===== src/rtl/wb_arb_pkg.sv =====
// rtl/wb_arb_pkg.sv - shared encodings for the two-master Wishbone arbiter
//
// Purpose: arbiter state encoding, master index constants and a grant decode
// helper, imported by wb_rr_arbiter and available to the bridge.
// Ports: none (package).
package wb_arb_pkg;

  typedef enum logic [1:0] {
    IDLE  = 2'd0,  // no owner
    OWN   = 2'd1,  // owner register valid, forwarding
    DRAIN = 2'd2,  // owner blocked, collecting outstanding acks
    GAP   = 2'd3   // one cycle with s_cyc_o low between owners
  } arb_state_t;

  localparam logic M0 = 1'b0;
  localparam logic M1 = 1'b1;

  function automatic logic [1:0] grant_onehot(input logic idx);
    return (idx == M1) ? 2'b10 : 2'b01;
  endfunction

endpackage


===== src/rtl/wb_txn_counter.sv =====
// rtl/wb_txn_counter.sv - outstanding-request counter with inc/dec/clear and full flag
//
// Purpose: counts accepted-but-unanswered Wishbone requests.
// Ports:
//   clk_i    in   system clock
//   reset_i  in   synchronous active-high reset
//   clear_i  in   drop all outstanding requests (abort)
//   inc_i    in   a request was accepted this cycle
//   dec_i    in   a request completed (ack or err) this cycle
//   count_o  out  current outstanding count
//   full_o   out  count has reached MAX_COUNT
module wb_txn_counter #(
  parameter int MAX_COUNT = 16,
  localparam int CW       = $clog2(MAX_COUNT) + 1
) (
  input  logic          clk_i,
  input  logic          reset_i,
  input  logic          clear_i,
  input  logic          inc_i,
  input  logic          dec_i,
  output logic [CW-1:0] count_o,
  output logic          full_o
);

  assign full_o = (count_o == CW'(MAX_COUNT));

  // Simultaneous inc and dec leave the count unchanged; both directions
  // saturate so a stray pulse can never wrap the counter.
  always_ff @(posedge clk_i) begin
    if (reset_i || clear_i) begin
      count_o <= '0;
    end else if (inc_i && !dec_i && !full_o) begin
      count_o <= count_o + CW'(1);
    end else if (dec_i && !inc_i && (count_o != '0)) begin
      count_o <= count_o - CW'(1);
    end
  end

endmodule


===== src/rtl/wb_rr_arbiter.sv =====
// rtl/wb_rr_arbiter.sv - two-master round-robin pipelined Wishbone arbiter
//
// Purpose: shares one pipelined Wishbone slave between the QSPI bridge (m0)
// and a second requester (m1). Ownership is per bus cycle, alternating on
// ties; a strobe budget forces the owner to yield to a waiting master, and
// an outstanding counter steers every ack/err back to the issuing master.
// Ports:
//   clk_i, reset_i                  clock, synchronous active-high reset
//   mX_cyc_i/stb_i/we_i/adr_i/dat_i master X request
//   mX_ack_o/err_o/stall_o/dat_o    master X response
//   s_cyc_o/stb_o/we_o/adr_o/dat_o  slave request
//   s_ack_i/err_i/stall_i/dat_i     slave response
//   grant_o                         one-hot current owner, 00 when none
module wb_rr_arbiter
  import wb_arb_pkg::*;
#(
  parameter int ADDRBITS        = 26,
  parameter int DATABITS        = 16,
  parameter int MAX_OUTSTANDING = 16,
  parameter int BURST_LIMIT     = 32
) (
  input  logic                clk_i,
  input  logic                reset_i,

  input  logic                m0_cyc_i,
  input  logic                m0_stb_i,
  input  logic                m0_we_i,
  input  logic [ADDRBITS-1:0] m0_adr_i,
  input  logic [DATABITS-1:0] m0_dat_i,
  output logic                m0_ack_o,
  output logic                m0_err_o,
  output logic                m0_stall_o,
  output logic [DATABITS-1:0] m0_dat_o,

  input  logic                m1_cyc_i,
  input  logic                m1_stb_i,
  input  logic                m1_we_i,
  input  logic [ADDRBITS-1:0] m1_adr_i,
  input  logic [DATABITS-1:0] m1_dat_i,
  output logic                m1_ack_o,
  output logic                m1_err_o,
  output logic                m1_stall_o,
  output logic [DATABITS-1:0] m1_dat_o,

  output logic                s_cyc_o,
  output logic                s_stb_o,
  output logic                s_we_o,
  output logic [ADDRBITS-1:0] s_adr_o,
  output logic [DATABITS-1:0] s_dat_o,
  input  logic                s_ack_i,
  input  logic                s_err_i,
  input  logic                s_stall_i,
  input  logic [DATABITS-1:0] s_dat_i,

  output logic [1:0]          grant_o
);

  localparam int CW = $clog2(MAX_OUTSTANDING) + 1;
  localparam int BW = $clog2(BURST_LIMIT) + 1;

  arb_state_t    state;
  logic          owner;
  logic          last_owner;
  logic [BW-1:0] budget;
  logic [1:0]    grant_q;

  logic                o_cyc, o_stb, o_we, other_cyc;
  logic [ADDRBITS-1:0] o_adr;
  logic [DATABITS-1:0] o_dat;

  logic [CW-1:0] outstanding;
  logic          full;
  logic          on_bus, preempt, accept, resp_ok, route_ack, route_err;
  logic          done, drop, owner_open, pick;

  wb_txn_counter #(
    .MAX_COUNT (MAX_OUTSTANDING)
  ) u_txn_counter (
    .clk_i   (clk_i),
    .reset_i (reset_i),
    .clear_i (drop),
    .inc_i   (accept),
    .dec_i   (done),
    .count_o (outstanding),
    .full_o  (full)
  );

  // Owner-side request mux.
  always_comb begin
    o_cyc     = (owner == M1) ? m1_cyc_i : m0_cyc_i;
    o_stb     = (owner == M1) ? m1_stb_i : m0_stb_i;
    o_we      = (owner == M1) ? m1_we_i  : m0_we_i;
    o_adr     = (owner == M1) ? m1_adr_i : m0_adr_i;
    o_dat     = (owner == M1) ? m1_dat_i : m0_dat_i;
    other_cyc = (owner == M1) ? m0_cyc_i : m1_cyc_i;
  end

  assign on_bus  = (state == OWN) || (state == DRAIN);
  // The strobe is masked in the very cycle the budget runs out with the
  // other master waiting, so the owner never gets more than BURST_LIMIT.
  assign preempt = (state == OWN) && (budget == '0) && other_cyc;

  assign s_cyc_o = on_bus && o_cyc;
  assign s_stb_o = (state == OWN) && o_cyc && o_stb && !full && !preempt;
  assign s_we_o  = o_we;
  assign s_adr_o = o_adr;
  assign s_dat_o = o_dat;

  assign accept = s_stb_o && !s_stall_i;
  // Responses are only meaningful while the owner still holds its cycle and
  // something is (or is just becoming) outstanding; anything else is stale.
  assign resp_ok   = on_bus && o_cyc && ((outstanding != '0) || accept);
  assign route_ack = resp_ok && s_ack_i;
  assign route_err = resp_ok && s_err_i;
  assign done      = route_ack || route_err;
  assign drop      = on_bus && !o_cyc;

  assign owner_open = (state == OWN) && !preempt && !full && !s_stall_i;
  assign m0_stall_o = !(owner_open && (owner == M0));
  assign m1_stall_o = !(owner_open && (owner == M1));
  assign m0_ack_o   = route_ack && (owner == M0);
  assign m1_ack_o   = route_ack && (owner == M1);
  assign m0_err_o   = route_err && (owner == M0);
  assign m1_err_o   = route_err && (owner == M1);
  assign m0_dat_o   = s_dat_i;
  assign m1_dat_o   = s_dat_i;
  assign grant_o    = grant_q;

  // Tie-break: the master that did not own the bus last time wins.
  assign pick = (m0_cyc_i && m1_cyc_i) ? ~last_owner : m1_cyc_i;

  always_ff @(posedge clk_i) begin
    if (reset_i) begin
      state      <= IDLE;
      owner      <= M0;
      last_owner <= M1;
      budget     <= '0;
      grant_q    <= 2'b00;
    end else begin
      case (state)
        IDLE: begin
          if (m0_cyc_i || m1_cyc_i) begin
            owner   <= pick;
            state   <= OWN;
            budget  <= BW'(BURST_LIMIT);
            grant_q <= grant_onehot(pick);
          end
        end
        OWN: begin
          if (!o_cyc) begin
            state      <= IDLE;
            last_owner <= owner;
            grant_q    <= 2'b00;
          end else begin
            if (accept && (budget != '0)) begin
              budget <= budget - BW'(1);
            end
            if (preempt) begin
              state <= DRAIN;
            end
          end
        end
        DRAIN: begin
          if (!o_cyc) begin
            state      <= IDLE;
            last_owner <= owner;
            grant_q    <= 2'b00;
          end else if (!other_cyc) begin
            // Waiting master gave up; the owner simply carries on.
            state <= OWN;
          end else if (outstanding == '0) begin
            state      <= GAP;
            last_owner <= owner;
            grant_q    <= 2'b00;
          end
        end
        GAP: begin
          if (other_cyc) begin
            owner   <= ~owner;
            state   <= OWN;
            budget  <= BW'(BURST_LIMIT);
            grant_q <= grant_onehot(~owner);
          end else if (o_cyc) begin
            state   <= OWN;
            budget  <= BW'(BURST_LIMIT);
            grant_q <= grant_onehot(owner);
          end else begin
            state <= IDLE;
          end
        end
        default: begin
          state   <= IDLE;
          grant_q <= 2'b00;
        end
      endcase
    end
  end

endmodule

===== config.mk =====
export PLATFORM = sky130hd
export DESIGN_NAME = wb_rr_arbiter
export DESIGN_NICKNAME = d
export VERILOG_FILES = /design/src/rtl/wb_arb_pkg.sv /design/src/rtl/wb_txn_counter.sv /design/src/rtl/wb_rr_arbiter.sv
export SDC_FILE = /design/constraint.sdc
export NUM_CORES = 1
export LEC_CHECK = 0
export ABC_CLOCK_PERIOD_IN_PS = 4600
export CAP_MARGIN = 25
export CORE_ASPECT_RATIO = 1.75
export CORE_MARGIN = 2
export CORE_UTILIZATION = 31
export CTS_CLUSTER_DIAMETER = 150
export DETAILED_ROUTE_END_ITERATION = 12
export PLACE_DENSITY = 0.91
export SLEW_MARGIN = 10
export SYNTH_ARGS = -nofsm -noshare
export SYNTH_HDL_FRONTEND = slang
export SYNTH_SLANG_ARGS = --single-unit
export TNS_END_PERCENT = 1

===== constraint.sdc =====
create_clock -name clk_i -period 4.6 [get_ports clk_i]
set_input_delay 1.38 -clock clk_i [delete_from_list [all_inputs] [get_ports clk_i]]
set_output_delay 1.38 -clock clk_i [all_outputs]
set_load 0.1 [all_outputs]

==> metrics.csv <==
stage,metric,value,unit
outcome,run status,finished clean,
clock_network,setup bufs post-CTS,0,
finish,diode count,0,
global_route,grt total ovfl,0,
timing,RSZ-0062 raised after global routing,false,
clock_network,CTS max path bufs,2,
placed_design,HPWL Detailed,7300,um
synth,Cells after Synth,249,
routing,1st-iter DRT viols,64,
worst_setup_path,worst r2r dst,u_txn_counter.count_o[4],
synth,main combinational cell family by area after synthesis,multiplexers,
pwr,Tot Pwr,1.06,mW
pwr,power per cell area,292,nW/um^2
worst_setup_path,critical path capture point type,output port,
placed_design,Placed Instance Area,3520,um^2
run,Max Cap Viol,0,
timing,Tcrit/Tclk final,98.3,%
synth,Post-Synth XOR/XNOR Area,1.67,%
synth,Synth warnings,0,
synth,Mapped Nets,371,
finish,nets@finish,493,
timing,Worst slew margin,35.4,%
worst_setup_path,worst reg2reg setup slack,1.40,ns
worst_setup_path,worst r2r path cells,11,
routing,final routed DRC violation total,0,
global_route,global-route usage over all layers,23.2,%
placed_design,RD Place Congestion,0.965,
routing,vias post-DR,2447,
floorplanning,Die H,113,um
synth,post-synth top area share,23.6,%
clock_network,clock buffer count from CTS,3,
timing,Slew @ Worst Pin,0.967,ns
timing,Final Worst Setup Slack,0.0798,ns
synth,cell taking the most area after synthesis,mux2_2,
pwr,Peak VDD IR,205,uV
clock_network,# hold bufs at CTS,0,
routing,Post-DRT Antenna Nets,0,
synth,post-synthesis mux area share,25.9,%
worst_setup_path,startpoint types,input port,
synth,Post-synth EDFFs,0,
floorplanning,I/O pin cnt,196,
clock_network,CTS tree,done,
synth,Post-synth ARST share,0,%
synth,compound-gate portion of the synthesized area,17.1,%
timing,count of final setup violators,0,
timing,Final TNS setup,0,ns
routing,Post-Route WL,8820,um
timing,fin. max-slew vios,0,
clock_network,clock sinks,17,
floorplanning,Initial Utilization,32.2,%
finish,post-layout util,55.5,%
clock_network,Worst-Skew Late Latency,0.25,ns
pwr,LEAKAGE,1.47,nW
timing,"Hold Vio Cnt, Final",0,
synth,Post-Synth Simple-Gate Area,15.6,%
synth,sequential element share of the synthesized area,16.2,%
clock_network,Worst-path clk slew,0.05,ns
finish,Final Cell Area,3630,um^2
worst_hold_path,Hold Path Class,flip-flop to flip-flop,
synth,Synth Cell Area,2100,um^2
global_route,first-pass GRT wire length,13100,um
global_route,vias in the first global route,2515,
worst_setup_path,critical path startpoint,m1_cyc_i,
placed_design,DP Worst Slack,0.00389,ns
routing,first-pass iteration count of the detailed router,4,
timing,f_max,0.221,GHz
timing,Final Critical Period,4.52,ns
floorplanning,Die X,66.3,um
timing,clock skew,0.00188,ns
worst_setup_path,WP data required,3.22,ns
synth,Synth cell types,51,
floorplanning,area of the core,6540,um^2
finish,fraction of layout cells with a size suffix above 1,33.8,%
worst_hold_path,WHS Path Cells,2,
worst_setup_path,critical path peak fanout,4,
worst_setup_path,origin of the critical flop-to-flop path,owner,
worst_setup_path,Setup CP Type,input port to output port,
synth,Area contributors post-synth,"mux2_2, dfxtp_1, buf_4",
worst_setup_path,Worst EP arrival,3.14,ns
synth,Post-Synth Adder-Cell Area,6.90,%
worst_setup_path,Worst Setup EP,m1_ack_o,
placed_design,# port buffers,147,
synth,Synth Register Bits,17,
global_route,largest net degree at the start of global routing,35,
clock_network,htree depth,1,
routing,WL/cell,19.5,um
finish,area delta synth->final,72.6,%
floorplanning,die footprint,7490,um^2
synth,dominant synthesized flop cell,dfxtp_1,
floorplanning,floorplan row count,39,
clock_network,Clock Tree Root,clkbuf_16,
global_route,initial antenna violation count,0,
synth,synthesized area per cell,8.45,um^2
routing,Via density,5.41,
metrics by stage:
stage,hold slack (ns),cells
6_report,0.508,452
2_1_floorplan,0.464,249
4_1_cts,0.511,452
3_3_place_gp,0.487,448
5_1_grt,0.544,452
3_5_place_dp,0.504,448
where the power goes:
part	total, mW	switching [mW]	internal, mW	leakage (nW)
logic	0.707	0.469	0.238	1.29
clock network	0.175	0.0591	0.116	0.0409
registers	0.176	0.0171	0.159	0.139
kinds of logic after synthesis:
group,count (synthesis)
AOI/OAI and AO/OA,50
xor gates and xnor gates,4
adders and majority gates,11
buffers and inverters,56
DFF,17
muxes,49
and+or+nand+nor,62
critical path, cell delays in order:
cell and delay (ns):
clkdlybuf4s50_1 0.45, mux2_2 0.30, a32oi_2 0.24, nand2_1 0.09
a21boi_1 0.14, buf_4 0.16, and3_4 0.20, buf_12 0.17
layout make-up:
class                           instances  area [um^2]
Multi-Input combinational cell        176         1460
Tap cell                               82          103
Sequential cell                        17          342
Timing Repair Buffer                  157         1580
Clock inverter                          1         5.00
Clock buffer                            3         75.1
Fill cell                             573         2910
Inverter                               16         60.1
synth_stat cells (3+ instances only):
library cell   n
nor3_1         6
a21oi_1        6
and3_1         6
inv_1         15
mux2i_1        5
ha_1          10
buf_4         32
o22ai_1        3
a211oi_1       4
nor2_1        12
clkbuf_1       5
or2_2          3
o21ai_0        8
dfxtp_1       17
or4_1          3
nand2_1       11
xor2_1         3
o211ai_1       3
nand3_1        9
a31oi_1        3
mux2_2        44
o21a_1         5
timing repair:
| action | CTS | global route |
|---|---|---|
| endpoints found under the setup margin | 2 | 4 |
| cloned | 0 | 0 |
| pin swaps | 1 | 1 |
| resized for setup | 3 | 4 |
sequential cells by signal, summed over array words and instances (netlist names):
register	flops
u_txn_counter.count_o	5
grant_o	2
state	2
owner	1
budget	6
last_owner	1
layout by cell type (no fill, tap or decap), drive strengths merged, types with 3 or more instances in the layout:
cell type,synthesis,routed
clkdlybuf4s50,0,95
buf,34,61
mux2,44,44
dfxtp,17,17
inv,15,15
nor2,12,12
nand2,11,11
ha,10,10
nand3,9,9
o21ai,8,8
nor3,6,6
a21oi,6,6
and3,6,6
mux2i,5,5
o21a,5,5
a211oi,5,5
or4,4,4
a31oi,3,3
or2,3,3
o211ai,3,3
xor2,3,3
o22ai,3,3
clkbuf,6,3
routing by layer:
metal,track usage (%),share of wire [%]
met1,22.3,32
met2,45.1,55
met3,4.97,8.5
met4,9.66,4.4
met5,0,0
how the worst min path moves through the flow:
stage / startpoint / to / slack, ns
after floorplan: budget[4] / budget[4] / 0.46
after global placement: grant_o[0] / grant_o[0] / 0.49
after detailed placement: budget[5] / budget[5] / 0.50
after CTS: budget[5] / budget[5] / 0.51
after global routing: budget[4] / budget[4] / 0.54
final: budget[5] / budget[5] / 0.51
(Power assumes the default switching activity.)
